[src/rtl/fact_sched.sv]
// Round-robin job scheduler that shares one factorial accelerator between two requesters.
// Runs the write-n / Go / poll / read-result bus sequence and returns a tagged response.
module fact_sched #(
  parameter int POLL_DELAY     = 2,
  parameter int TIMEOUT_CYCLES = 1023,
  parameter int CNT_W          = 10
) (
  input  logic        Clk,
  input  logic        Rst,
  input  logic        req0_valid,
  input  logic [3:0]  req0_n,
  output logic        req0_ready,
  input  logic        req1_valid,
  input  logic [3:0]  req1_n,
  output logic        req1_ready,
  output logic        rsp_valid,
  input  logic        rsp_ready,
  output logic        rsp_id,
  output logic [31:0] rsp_result,
  output logic        rsp_err,
  output logic        rsp_timeout,
  output logic        busy,
  output logic [1:0]  acc_A,
  output logic        acc_WE,
  output logic [3:0]  acc_WD,
  input  logic [31:0] acc_RD
);

  typedef enum logic [2:0] {
    S_IDLE, S_WR_N, S_WR_GO, S_WAIT, S_POLL, S_RD_RES, S_RESP
  } state_t;

  state_t           state, state_d;
  logic             ptr;
  logic [3:0]       n_q;
  logic             id_q;
  logic [CNT_W-1:0] cnt;
  logic [31:0]      result_q;
  logic             err_q;
  logic             to_q;

  logic gnt_vld;
  logic gnt_id;
  logic poll_to;

  assign gnt_vld = req0_valid | req1_valid;
  // With both requesting, ptr names the side that was not served last.
  assign gnt_id  = (req0_valid & req1_valid) ? ptr : req1_valid;
  assign poll_to = (cnt == CNT_W'(TIMEOUT_CYCLES - 1));

  always_ff @(posedge Clk) begin
    if (!Rst) begin
      state    <= S_IDLE;
      ptr      <= 1'b0;
      n_q      <= '0;
      id_q     <= 1'b0;
      cnt      <= '0;
      result_q <= '0;
      err_q    <= 1'b0;
      to_q     <= 1'b0;
    end else begin
      state <= state_d;
      case (state)
        S_IDLE: begin
          if (gnt_vld) begin
            n_q  <= gnt_id ? req1_n : req0_n;
            id_q <= gnt_id;
            ptr  <= ~gnt_id;
          end
        end
        S_WR_GO: cnt <= CNT_W'(POLL_DELAY);
        S_WAIT:  cnt <= (cnt <= CNT_W'(1)) ? '0 : cnt - CNT_W'(1);
        S_POLL: begin
          if (acc_RD[1]) begin
            err_q    <= 1'b1;
            result_q <= '0;
          end else if (!acc_RD[0]) begin
            if (poll_to) begin
              to_q     <= 1'b1;
              result_q <= '0;
            end else begin
              cnt <= cnt + CNT_W'(1);
            end
          end
        end
        S_RD_RES: result_q <= acc_RD;
        S_RESP: begin
          if (rsp_ready) begin
            err_q <= 1'b0;
            to_q  <= 1'b0;
          end
        end
        default: ;
      endcase
    end
  end

  always_comb begin
    state_d     = state;
    req0_ready  = 1'b0;
    req1_ready  = 1'b0;
    rsp_valid   = 1'b0;
    rsp_id      = id_q;
    rsp_result  = result_q;
    rsp_err     = err_q;
    rsp_timeout = to_q;
    busy        = (state != S_IDLE);
    acc_A       = 2'd0;
    acc_WE      = 1'b0;
    acc_WD      = 4'd0;
    case (state)
      S_IDLE: begin
        if (gnt_vld) begin
          req0_ready = ~gnt_id;
          req1_ready = gnt_id;
          state_d    = S_WR_N;
        end
      end
      S_WR_N: begin
        acc_A   = 2'd0;
        acc_WE  = 1'b1;
        acc_WD  = n_q;
        state_d = S_WR_GO;
      end
      S_WR_GO: begin
        acc_A   = 2'd1;
        acc_WE  = 1'b1;
        acc_WD  = 4'b0001;
        state_d = S_WAIT;
      end
      S_WAIT: begin
        if (cnt <= CNT_W'(1)) state_d = S_POLL;
      end
      S_POLL: begin
        acc_A = 2'd2;
        if (acc_RD[1])      state_d = S_RESP;
        else if (acc_RD[0]) state_d = S_RD_RES;
        else if (poll_to)   state_d = S_RESP;
      end
      S_RD_RES: begin
        acc_A   = 2'd3;
        state_d = S_RESP;
      end
      S_RESP: begin
        rsp_valid = 1'b1;
        if (rsp_ready) state_d = S_IDLE;
      end
      default: state_d = S_IDLE;
    endcase
    // The reset cycle must not leak a half-finished bus access or response.
    if (!Rst) begin
      req0_ready  = 1'b0;
      req1_ready  = 1'b0;
      rsp_valid   = 1'b0;
      rsp_id      = 1'b0;
      rsp_result  = '0;
      rsp_err     = 1'b0;
      rsp_timeout = 1'b0;
      busy        = 1'b0;
      acc_A       = 2'd0;
      acc_WE      = 1'b0;
      acc_WD      = 4'd0;
    end
  end

endmodule

[config.mk]
export PLATFORM = sky130hd
export DESIGN_NAME = fact_sched
export DESIGN_NICKNAME = d
export VERILOG_FILES = /design/src/rtl/fact_sched.sv
export SDC_FILE = /design/constraint.sdc
export NUM_CORES = 1
export LEC_CHECK = 0
export ABC_AREA = 1
export CAP_MARGIN = 5
export CORE_ASPECT_RATIO = 1.4
export CORE_MARGIN = 5
export CORE_UTILIZATION = 43
export CTS_CLUSTER_DIAMETER = 150
export DETAILED_ROUTE_END_ITERATION = 12
export MAX_ROUTING_LAYER = met4
export PLACE_DENSITY = 0.77
export SLEW_MARGIN = 10
export SYNTH_ARGS = -nofsm -noshare
export SYNTH_HDL_FRONTEND = slang
export SYNTH_SLANG_ARGS = --single-unit
[constraint.sdc]
create_clock -name Clk -period 1.63 [get_ports Clk]
set_input_delay 0.2445 -clock Clk [delete_from_list [all_inputs] [get_ports Clk]]
set_output_delay 0.2445 -clock Clk [all_outputs]
set_load 0.05 [all_outputs]
==> results.md <==
- Post-Syn Area: 2990 sq um
- Async SR Flop Fraction: 0%
- Pwr dens: 1010 nW/um^2
- Setup slack, reg-to-reg: -0.04 ns
- Post-route cell area: 5370 sq um
- Worst Hold End: result_q[26]
- Crit start category: register
- Die width: 80.5 um
- Area grow syn2layout: 79.3%
- DR vias/cell: 5.24
- Max Cap Viol: 0
- CP Cell Sequence: buf_4 -> nor3_4 -> inv_2 -> a21oi_4 -> o21a_4 -> buf_12
- Most common library cells after synthesis: nand2_1 (193), inv_1 (62), dfxtp_1 (53)
- Clk_lat worst skew: 0.31 ns
- Synth area leader: dfxtp_1
- Vias: 3,738
- Total wire length: 12.0 mm
- Diode count: 0
- Synth unique cells: 34
- Maximum root-to-sink buffer count: 2
- Critical path class: register to output pin
- # H-tree levels: 2
- Leading post-synthesis cells by cell area: dfxtp_1 (35%), nand2_1 (24%), inv_1 (7.8%)
- Most frequent cell after synthesis: nand2_1
- Buffers on Ports: 90
- CP delay by family, top: buffers and inverters
- Hold Path Class: input pin to register
- Setup violators final: 12
- Final clock period utilization by the worst path: 114%
- Final worst path period need: 1.86 ns
- ANT nets after route: 0
- Overall routing resource usage: 24.5%
- Pin count of the biggest net entering global routing: 25
- DP Wirelength: 7.16 mm
- Reg clk slew, reported paths: 0.10 ns
- Layout cells sized above 1: 31.2%
- Register area share after synthesis: 35.5%
- Slew Viols, Final: 0
- HP Start: acc_RD[26]
- Fmax: 539 MHz
- Worst r2r dst: result_q[0]
- Crit. End Element: output pin
- Clock skew: 0.00833 ns
- First-pass GRT wire length: 16.5 mm
- Max VDD drop: 592 uV
- CP bufs+invs: 3
- Die Y: 109 um
- Post-Place Cell Area: 4760 sq um
- Synthesis warning total: 0
- Placed insts: 682
- Nets: 667
- Number of global-route vias before repair: 3,580
- Critical Path AT: 1.61 ns
- CP Max Fanout: 4
- Initial antenna violation count: 0
- Row count: 36
- Slack of the critical path: -0.227 ns
- CTS buffer count: 5
- Iteration-0 DRC Markers: 263
- Top-level I/O count: 91
- R2r startpoint: state[1]
- Unrepaired setup endpoints after global routing: yes
- Post-synth EDFFs: 0
- Initial core utilization: 43.4%
- Total Power: 5.43 mW
- Total grt overflow: 0
- Setup WS pre-CTS: -0.158 ns
- Fillers: 425
- Drt wl/cell: 16.9 um
- Worst slew margin: 73.0%
- Mean post-synth cell area: 6.32 sq um
- Worst-Margin Slew: 0.405 ns
- Ys flop type: dfxtp_1
- Clk root buf: clkbuf_8
- Post-Syn Nets: 522
- Setup TNS: -0.840 ns
- Core area: 6890 sq um
- DIE AREA: 8750 sq um
- Final Non-Filler Cells: 714
- Crit-path max cell delay: 0.35 ns
- Hold depth: 3
- Crit-path slowest cell: dfxtp_2
- Failing checks: setup timing
- #FFs+latches synth: 53
- Synth top area share: 35.5%
- Status: complete, but fails checks
- Leak Pwr: 2.61 nW
- CTS sink count: 53
- Cells after synthesis: 473
- CTS tree: built
- Post-route DRC violation count: 0
- Routability cong.: 1.00
- Hold-fix buffers at CTS: 0
- R2R depth: 10
- Final Hold Vio Count: 0
- Drt pass-1 iters: 5
- Worst Path Required: 1.39 ns
## worst max-delay path by stage
stage | from | endpoint | cells after the start
finish | state[2] | acc_WD[0] | 6
global route | state[1] | acc_WD[0] | 6
detailed placement | req1_valid | req0_ready | 8
global placement | Rst | acc_WD[2] | 5
floorplan | Rst | busy | 4
CTS | state[1] | req0_ready | 8
## cell families (layout without fill, tap and decap cells)
kind of cell | after synthesis | after routing | share of synthesized area, %
AOI/OAI and AO/OA | 48 | 48 | 10.1
xor gates and xnor gates | 3 | 3 | 0.878
adders and majority gates | 4 | 4 | 1.67
buffers and inverters | 88 | 233 | 13.1
DFF | 53 | 53 | 35.5
and+or+nand+nor | 277 | 278 | 38.8
## area by class of cell
cell class | instances | area, sq um | area share (%)
Timing Repair Buffer | 156 | 2000 | 37.3
Multi-Input combinational cell | 333 | 1780 | 33.2
Sequential cell | 53 | 1080 | 20.1
Inverter | 69 | 295 | 5.50
Tap cell | 95 | 119 | 2.22
Clock buffer | 6 | 72.6 | 1.35
Clock inverter | 2 | 15.0 | 0.280
## stage by stage
| stage | hold WS (ns) | util [%] |
|---|---|---|
| after floorplan | 0.355 | - |
| after global placement | 0.463 | 69.1 |
| after detailed placement | 0.466 | 69.1 |
| after CTS | 0.465 | 73.4 |
| after global routing | 0.482 | 77.9 |
| final | 0.462 | 77.9 |
## sequential cells by signal, indices dropped and copies added, names as in the netlist
signal,cells
err_q,1
ptr,1
id_q,1
n_q,4
cnt,10
to_q,1
state,3
result_q,32
## what timing repair did
item,in CTS,in global routing
gates resized for setup,33,46
setup buffers,12,9
gates cloned,1,3
pin swaps,12,24
hold endpoints to repair,0,0
setup endpoints to repair,19,31
## layout by cell type, fill, tap and decap left out, drive strengths merged, types with 2 or more instances in the layout
master and instances:
o2111ai 2, nor3 6, clkinvlp 3, dlygate4sd2 3
o21a 3, o21ai 18, o22ai 2, xor2 2
clkdlybuf4s50 41, nand4 3, inv 68, buf 109
a21oi 18, dfxtp 53, ha 4, clkbuf 8
nor2 40, nand2 199, a31oi 3, nand3 29
## power breakdown
group | switching, mW | internal (mW) | total, mW
combinational | 1.77 | 1.35 | 3.12
sequential | 0.127 | 1.43 | 1.56
clock | 0.451 | 0.304 | 0.755
## worst min-delay path, stage by stage
cell,delay [ns]
clkdlybuf4s50_1,0.39
nand2_1,0.06
nand2_1,0.04
## per-layer routing
layer,share of wire (%),up-vias,track usage [%],wire length [um]
met5,0,-,-,0
met4,6.0,0,13.3,726
met3,6.6,60,3.55,792
met2,53,212,44.9,6320
met1,35,1728,24.7,4190
li1,-,1738,-,-
Note: power is estimated with default switching activity, not from simulation.
